File: config.mk
export PLATFORM = sky130hd
export DESIGN_NAME = int_frame_loader
export DESIGN_NICKNAME = d
export VERILOG_FILES = /design/src/rtl/ldpc_pkg.sv /design/src/rtl/llr_saturate.sv /design/src/rtl/int_frame_loader.sv
export SDC_FILE = /design/constraint.sdc
export NUM_CORES = 1
export LEC_CHECK = 0
export ABC_AREA = 1
export CORE_MARGIN = 2
export CORE_UTILIZATION = 46
export CTS_CLUSTER_SIZE = 30
export DETAILED_ROUTE_END_ITERATION = 8
export GPL_ROUTABILITY_DRIVEN = 0
export GPL_TIMING_DRIVEN = 0
export PLACE_DENSITY = 0.74
export SYNTH_ARGS = -nofsm -noshare
export SYNTH_HDL_FRONTEND = slang
export SYNTH_HIERARCHICAL = 1
export SYNTH_SLANG_ARGS = --single-unit
File: constraint.sdc
create_clock -name clk -period 3 [get_ports clk]
set_input_delay 0.6 -clock clk [delete_from_list [all_inputs] [get_ports clk]]
set_output_delay 0.6 -clock clk [all_outputs]
set_load 0.02 [all_outputs]
File: src/rtl/ldpc_pkg.sv
// Shared types and defaults for the LDPC decoder front end.
package ldpc_pkg;

    localparam int MESSAGE_WIDTH_DEF = 5;
    localparam int ADDR_WIDTH_DEF    = 5;

    typedef enum logic [1:0] {
        IDLE,
        LOAD,
        WAIT_SWAP
    } loader_state_t;

    // Largest magnitude of a symmetric signed message of the given width.
    function automatic int msg_max(input int width);
        return (1 << (width - 1)) - 1;
    endfunction

endpackage

File: src/rtl/llr_saturate.sv
// Scales a raw channel LLR by an arithmetic right shift and clamps it symmetrically
// into the intrinsic message width (the most negative code is never produced).
module llr_saturate
    import ldpc_pkg::*;
#(
    parameter int IN_WIDTH      = 8,
    parameter int MESSAGE_WIDTH = MESSAGE_WIDTH_DEF,
    parameter int FRAC_SHIFT    = 2
) (
    input  logic signed [IN_WIDTH-1:0]      in_data,
    output logic        [MESSAGE_WIDTH-1:0] sat_data
);

    localparam logic signed [IN_WIDTH-1:0] SAT_POS = IN_WIDTH'(msg_max(MESSAGE_WIDTH));
    localparam logic signed [IN_WIDTH-1:0] SAT_NEG = -SAT_POS;

    logic signed [IN_WIDTH-1:0] shifted;
    logic signed [IN_WIDTH-1:0] clamped;

    always_comb begin
        shifted = in_data >>> FRAC_SHIFT;
        clamped = shifted;
        if (shifted > SAT_POS) begin
            clamped = SAT_POS;
        end else if (shifted < SAT_NEG) begin
            clamped = SAT_NEG;
        end
        sat_data = clamped[MESSAGE_WIDTH-1:0];
    end

endmodule

File: src/rtl/int_frame_loader.sv
// Streams channel LLRs into the idle intrinsic bank of the PE column chain,
// PE-major / address-minor, then stalls until the decoder swaps frames.
module int_frame_loader
    import ldpc_pkg::*;
#(
    parameter int L             = 32,
    parameter int N_PE          = 4,
    parameter int ADDR_WIDTH    = ADDR_WIDTH_DEF,
    parameter int IN_WIDTH      = 8,
    parameter int MESSAGE_WIDTH = MESSAGE_WIDTH_DEF,
    parameter int FRAC_SHIFT    = 2
) (
    input  logic                       clk,
    input  logic                       reset,
    input  logic                       enable,
    input  logic                       in_valid,
    output logic                       in_ready,
    input  logic signed [IN_WIDTH-1:0] in_data,
    input  logic                       f_id,
    output logic [ADDR_WIDTH-1:0]      load_add,
    output logic [MESSAGE_WIDTH-1:0]   int_out,
    output logic [N_PE-1:0]            pe_select,
    output logic                       frame_done,
    output logic                       overrun
);

    localparam int PE_W = (N_PE > 1) ? $clog2(N_PE) : 1;
    localparam logic [ADDR_WIDTH-1:0] ADDR_LAST = ADDR_WIDTH'(L - 1);
    localparam logic [PE_W-1:0]       PE_LAST   = PE_W'(N_PE - 1);

    loader_state_t           state;
    logic [ADDR_WIDTH-1:0]   addr_cnt;
    logic [PE_W-1:0]         pe_cnt;
    logic                    fid_q;
    logic                    fid_init;
    logic [MESSAGE_WIDTH-1:0] sat_data;
    logic                    accept;
    logic                    fid_toggle;
    logic                    last_sample;
    logic                    cnt_nonzero;

    llr_saturate #(
        .IN_WIDTH      (IN_WIDTH),
        .MESSAGE_WIDTH (MESSAGE_WIDTH),
        .FRAC_SHIFT    (FRAC_SHIFT)
    ) u_sat (
        .in_data  (in_data),
        .sat_data (sat_data)
    );

    assign in_ready    = (state == LOAD);
    assign accept      = in_valid & in_ready;
    // fid_q is only meaningful once it has captured f_id after reset release.
    assign fid_toggle  = fid_init & (f_id != fid_q);
    assign last_sample = (addr_cnt == ADDR_LAST) && (pe_cnt == PE_LAST);
    assign cnt_nonzero = (addr_cnt != '0) || (pe_cnt != '0);

    always_ff @(posedge clk or negedge reset) begin
        if (!reset) begin
            state      <= IDLE;
            addr_cnt   <= '0;
            pe_cnt     <= '0;
            fid_q      <= 1'b0;
            fid_init   <= 1'b0;
            load_add   <= '0;
            int_out    <= '0;
            pe_select  <= '0;
            frame_done <= 1'b0;
            overrun    <= 1'b0;
        end else begin
            pe_select  <= '0;
            frame_done <= 1'b0;
            if (!fid_init) begin
                fid_init <= 1'b1;
                fid_q    <= f_id;
            end
            if (!enable) begin
                state    <= IDLE;
                addr_cnt <= '0;
                pe_cnt   <= '0;
            end else begin
                case (state)
                    IDLE: state <= LOAD;
                    LOAD: begin
                        // A swap arriving with the final accept is a clean hand-off, not an overrun.
                        if (fid_toggle) begin
                            fid_q <= f_id;
                            if (cnt_nonzero && !(accept && last_sample)) begin
                                overrun <= 1'b1;
                            end
                        end
                        if (accept) begin
                            load_add  <= addr_cnt;
                            int_out   <= sat_data;
                            pe_select <= N_PE'(1) << pe_cnt;
                            if (addr_cnt == ADDR_LAST) begin
                                addr_cnt <= '0;
                                if (pe_cnt == PE_LAST) begin
                                    pe_cnt     <= '0;
                                    frame_done <= 1'b1;
                                    state      <= WAIT_SWAP;
                                end else begin
                                    pe_cnt <= pe_cnt + PE_W'(1);
                                end
                            end else begin
                                addr_cnt <= addr_cnt + ADDR_WIDTH'(1);
                            end
                        end
                    end
                    WAIT_SWAP: begin
                        if (fid_toggle) begin
                            fid_q <= f_id;
                            state <= LOAD;
                        end
                    end
                    default: state <= IDLE;
                endcase
            end
        end
    end

endmodule

Yosys cells after proc, flatten, opt, wreduce, memory -nomap -nowiden
Index checks and enable logic that the tools add are counted.

Register bits: 27. Output and inout bits: 17. Logic and storage cells: 72.

Add/subtract/negate cells: 2. Order comparisons: 2. Eq/ne operators: 12. Shift-type cells: 1. Muxes and demuxes: 29. Bitwise gates (word level): 2. Reduce and logical (&&, ||, !) cells: 14.

Operator list (count): $mux 5 (6); $mux 2 (10); $mux 4 (3); $mux 1 (9); $ne 3x2->1 const B (3); $reduce_and 4->1 (2); $gt 6x5->1 const B (1); $lt 6x5->1 const B (1); $ne 2x1->1 const B (3); $pmux 2 s3 (1); $reduce_and 3->1 (2); $add 5x1->5 const B (1); $eq 5x5->1 const B (1); $reduce_bool 5->1 (1); $eq 2x2->1 const B (2); $shl 1x2->4 const A (1); $logic_and 1x1->1 (3); $ne 3x3->1 const B (1); $add 2x1->2 const B (1); $and 1x1->1 (2); $eq 2x1->1 const B (1); $logic_not 2->1 (1); $reduce_and 2->1 (1); $reduce_bool 2->1 (1); 4 further kinds (4).

Depth between registers and ports, before layout
Depth in word-level cells: 6. Gate-level depth with buffers: 9. Mapped depth without buffers: 9.

By module
Netlist, hierarchy kept.

Modules (own cells, without submodules): int_frame_loader (instances 1, cells each 142, area each 1291.2 µm², seq. area each 675.6 µm²); llr_saturate (instances 1, cells each 16, area each 66.3 µm², seq. area each 0.0 µm²).

Worst setup path before layout
Ideal clock, no wire load.

Kind: register -> register. Start point: register state[1]. End point: register load_add[4]. Setup time: 0.118 ns. Arrival time: 1.317 ns. Data required time: 2.882 ns. Setup slack: 1.565 ns. Cell stages (with the launch flop): 9. Path buffers: 1. Period minus slack after synthesis: 1.435 ns. Cells stage by stage: dfrtp_1 -> inv_1 -> ha_1 -> nand2_2 -> nor2_4 -> inv_2 -> buf_6 -> nand2_2 -> o21ai_2.

Longest elaborated chain between the ends: 3.

RTL lines: start, declared (RTL line int_frame_loader.sv:31) `loader_state_t state;`; start signal, assigned (RTL line int_frame_loader.sv:60) `state <= IDLE;`; start signal, assigned (RTL line int_frame_loader.sv:78) `state <= IDLE;`; start signal, assigned (RTL line int_frame_loader.sv:83) `IDLE: state <= LOAD;`; $eq 2x1->1 * (RTL line int_frame_loader.sv:51) `assign in_ready = (state == LOAD);`; via in_ready (RTL line int_frame_loader.sv:17) `output logic in_ready,`; $and 1x1->1 (RTL line int_frame_loader.sv:52) `assign accept = in_valid & in_ready;`; $reduce_and 3->1 (no line) *; end signal, assigned (RTL line int_frame_loader.sv:93) `load_add <= addr_cnt;`; end, declared (RTL line int_frame_loader.sv:20) `output logic [ADDR_WIDTH-1:0] load_add,`.

The timed path passes the listed nets; every way through them passes the cells marked *. A chain may end at the register's enable or synchronous reset.

Worst setup path after layout
Start point: register state[1]. End point: output in_ready.

Longest elaborated chain between the ends: 1.

RTL lines (RTL line): $eq 2x1->1 (int_frame_loader.sv:51); end, declared (int_frame_loader.sv:17).

Every way passes these cells.

==> metrics.txt <==
# TYPE chip_impl_metric gauge
chip_impl_metric{name="diodes",unit=""} 0
chip_impl_metric{name="clk-insertion-delay-late",unit="ns"} 0.33
chip_impl_metric{name="mappedNetlistNets",unit=""} 182
chip_impl_metric{name="power",unit="W"} 0.000848
chip_impl_metric{name="drv_cap",unit=""} 0
chip_impl_metric{name="critical_path.max_stage_delay",unit="ns"} 0.62
chip_impl_metric{name="wl_final",unit="um"} 2570
chip_impl_metric{name="vdd.ir_drop.worst",unit="V"} 0.000404
chip_impl_info{name="cts_tree",value="done"} 1
chip_impl_metric{name="fin_worst_skew",unit="ns"} 0.00158
chip_impl_info{name="unrepaired_setup_endpoints_after_global_routing",value="no"} 1
chip_impl_metric{name="placement_rows",unit=""} 19
chip_impl_info{name="timing.hold.worst.start",value="overrun$_DFFE_PN0P_"} 1
chip_impl_metric{name="post-cts-setup-buffer-count",unit=""} 0
chip_impl_metric{name="maxSlewViolCount",unit=""} 0
chip_impl_metric{name="setup_total_neg_slack",unit="ns"} 0
chip_impl_metric{name="register_area",unit="um^2"} 676
chip_impl_metric{name="antenna_nets_post_route",unit=""} 0
chip_impl_info{name="cp_slowest_cell",value="sky130_fd_sc_hd__clkdlybuf4s50_1"} 1
chip_impl_metric{name="cellLeakagePower",unit="nW"} 0.827
chip_impl_info{name="crit_start",value="state[1]$_DFFE_PN0P_"} 1
chip_impl_metric{name="ports_placed_on_the_boundary",unit=""} 30
chip_impl_metric{name="first_pass_grt_wire_length",unit="um"} 4560
chip_impl_metric{name="worst-r2r-setup-slack",unit="ns"} 1.47
chip_impl_metric{name="sinks_on_the_clock_net",unit=""} 27
chip_impl_metric{name="yosys_warnings",unit=""} 6
chip_impl_info{name="timing.setup.critical_path_class",value="flip-flop to output port"} 1
chip_impl_metric{name="drc",unit=""} 0
chip_impl_metric{name="clock_tree.buffer_depth",unit=""} 2
chip_impl_metric{name="multiInputGateArea",unit="um^2"} 584
chip_impl_metric{name="cts_inserted_buffers",unit=""} 3
chip_impl_info{name="worst_path_dominant_cell_family",value="buffers and inverters"} 1
chip_impl_metric{name="timing.critical_path.required",unit="ns"} 2.40
chip_impl_metric{name="finish.net_count",unit=""} 213
chip_impl_metric{name="timing.final.ws_setup",unit="ns"} 0.713
chip_impl_metric{name="seq_total_area_yosys",unit="%"} 49.8
chip_impl_metric{name="ys_ff_latch",unit=""} 27
chip_impl_metric{name="tightest_slew",unit="ns"} 1.20
chip_impl_metric{name="pre_cts_ws",unit="ns"} 0.923
chip_impl_info{name="end_kind",value="output port"} 1
chip_impl_metric{name="cellPowerDensity",unit="mW/mm^2"} 504
chip_impl_metric{name="drt-vias-per-instance",unit=""} 4.90
chip_impl_info{name="startpoint_type",value="flip-flop"} 1
chip_impl_info{name="final_cell_mix",value="51 x sky130_fd_sc_hd__nand2_1, 27 x sky130_fd_sc_hd__dfrtp_1, 26 x sky130_fd_sc_hd__clkdlybuf4s50_1, 15 x sky130_fd_sc_hd__inv_1, 15 x sky130_fd_sc_hd__nor2_1"} 1
chip_impl_metric{name="post_route_cells_drive_above_1_share",unit="%"} 7.98
chip_impl_info{name="path_cells",value="inv_1, ha_1, clkdlybuf4s50_1"} 1
chip_impl_metric{name="mappedNetlistArea",unit="mm^2"} 0.00136
chip_impl_metric{name="fmax",unit="MHz"} 437
chip_impl_metric{name="initial_core_util",unit="%"} 48.8
chip_impl_metric{name="fillCellCount",unit=""} 248
chip_impl_metric{name="critical_path_buf_inv_count",unit=""} 2
chip_impl_metric{name="post_cts.resized_instances",unit=""} 0
chip_impl_metric{name="finalSetupViolations",unit=""} 0
chip_impl_info{name="hold_path.class",value="flip-flop to flip-flop"} 1
chip_impl_info{name="status",value="complete, no violations"} 1
chip_impl_metric{name="syn2layout_area_growth",unit="%"} 24.0
chip_impl_metric{name="core_area",unit="mm^2"} 0.00278
chip_impl_metric{name="hpwlAfterDp",unit="um"} 1990
chip_impl_metric{name="ctsHtreeMaxLevel",unit=""} 1
chip_impl_metric{name="period_share",unit="%"} 76.2
chip_impl_info{name="layout_commonest_cell",value="sky130_fd_sc_hd__nand2_1"} 1
chip_impl_info{name="clockRootBuffer",value="sky130_fd_sc_hd__clkbuf_4"} 1
chip_impl_metric{name="timing.max_slew.rel_slack",unit="%"} 19.8
chip_impl_metric{name="die-height",unit="um"} 58.3
chip_impl_metric{name="number_of_antenna_violations_at_the_first_check_in_global_routing",unit=""} 0
chip_impl_metric{name="synth.lib_cells_used.distinct",unit=""} 24
chip_impl_metric{name="grt_start_max_net_pins",unit=""} 28
chip_impl_metric{name="drt_pass1_iterations",unit=""} 4
chip_impl_metric{name="final_hold_viol_count",unit=""} 0
chip_impl_info{name="r2r_start",value="addr_cnt[1]$_DFFE_PN0P_"} 1
chip_impl_metric{name="hold_buffers",unit=""} 0
chip_impl_metric{name="worst_setup_hold_path_clk_slew",unit="ns"} 0.14
chip_impl_metric{name="arrival_time_of_data_at_the_critical_path_endpoint",unit="ns"} 1.69
chip_impl_metric{name="grt_pass1_vias",unit=""} 1101
chip_impl_metric{name="post-route-min-period",unit="ns"} 2.29
chip_impl_metric{name="dieArea",unit="mm^2"} 0.00340
chip_impl_metric{name="vias",unit=""} 1073
chip_impl_metric{name="synth_area_per_cell",unit="um^2"} 8.59
chip_impl_metric{name="cp_max_fo",unit=""} 4
chip_impl_metric{name="first_iter_violations",unit=""} 24
chip_impl_metric{name="dieWidth",unit="um"} 58.3
chip_impl_metric{name="track_usage",unit="%"} 17.5
chip_impl_metric{name="wl_per_cell",unit="um"} 11.7
chip_impl_metric{name="port_buffers",unit=""} 26
chip_impl_metric{name="post_synth_inst_count",unit=""} 158
chip_impl_metric{name="grt_remaining_overflow",unit=""} 0
[Yosys cell counts, drive strengths merged]
| library cell | n | area [um^2] |
|---|---|---|
| buf | 3 | 30.0 |
| nor2 | 17 | 73.8 |
| nor3 | 3 | 15.0 |
| a21oi | 5 | 25.0 |
| inv | 17 | 63.8 |
| nand2 | 53 | 204 |
| o21a | 1 | 7.51 |
| o22ai | 1 | 6.26 |
| conb | 1 | 3.75 |
| o21bai | 2 | 15.0 |
| ha | 11 | 138 |
| clkbuf | 1 | 3.75 |
| o21ai | 9 | 56.3 |
| dfrtp | 27 | 676 |
| nand4 | 1 | 6.26 |
| nand3 | 5 | 25.0 |
| xor2 | 1 | 8.76 |
[power by group]
part,total (W),internal (W),switching (W),leakage [nW]
sequential,0.000436,0.000409,0.0000271,0.356
clock,0.000159,0.0000522,0.000107,0.0150
combinational,0.000253,0.000118,0.000135,0.456
total,0.000848,0.000579,0.000269,0.827
[stage by stage]
stage	hold WS, ns	instances	util, %	instance area [um^2]
3_5_place_dp	0.462	215	59.6	1660
3_3_place_gp	0.457	215	59.6	1660
5_1_grt	0.521	219	60.5	1680
4_1_cts	0.498	219	60.5	1680
6_report	0.493	219	60.5	1680
2_1_floorplan	0.304	158	-	1360
[flip-flops by register name, indices dropped and copies added, names as in the netlist]
register    count
overrun         1
int_out         5
fid_q           1
fid_init        1
pe_select       4
frame_done      1
addr_cnt        5
pe_cnt          2
load_add        5
state           2
[kinds of logic (layout without fill, tap and decap cells)]
| family | Yosys count | count (layout) | synth area share (%) |
|---|---|---|---|
| fa+ha+maj | 11 | 11 | 10.1 |
| compound gates | 18 | 18 | 8.11 |
| xor+xnor | 1 | 1 | 0.645 |
| flops | 27 | 27 | 49.8 |
| other cells | 1 | 1 | 0.276 |
| buf+inv | 21 | 51 | 7.19 |
| simple gates | 79 | 79 | 23.9 |
[final timing paths]
path,endpoint,depth (start not counted)
max in group asynchronous,state[1]$_DFFE_PN0P_,1
hold reg to reg,overrun$_DFFE_PN0P_,1
setup / recovery,in_ready,3
hold / removal,overrun$_DFFE_PN0P_,1
min in group asynchronous,int_out[3]$_DFFE_PN0P_,1
setup reg to reg,pe_cnt[0]$_DFFE_PN0P_,8
[layer usage]
layer / wire length (um) / global-route usage (%) / part of all wire (%) / vias to the layer above
met5: 0 / 0 / 0 / -
li1: - / - / - / 553
met3: 77 / 2.86 / 3.0 / 7
met2: 1300 / 31.6 / 51 / 17
met1: 1130 / 19.8 / 44 / 496
met4: 63 / 8.97 / 2.5 / 0
[final cells by class]
class                   instances  area share [%]
inverters                      17            3.79
clock buffers                   4            1.56
plain buffers                   4            2.01
multi-input cells             110            34.7
repair buffers                 26            15.5
well taps                      31            2.30
flip-flops and latches         27            40.1
Note: power is estimated with default switching activity, not from simulation.
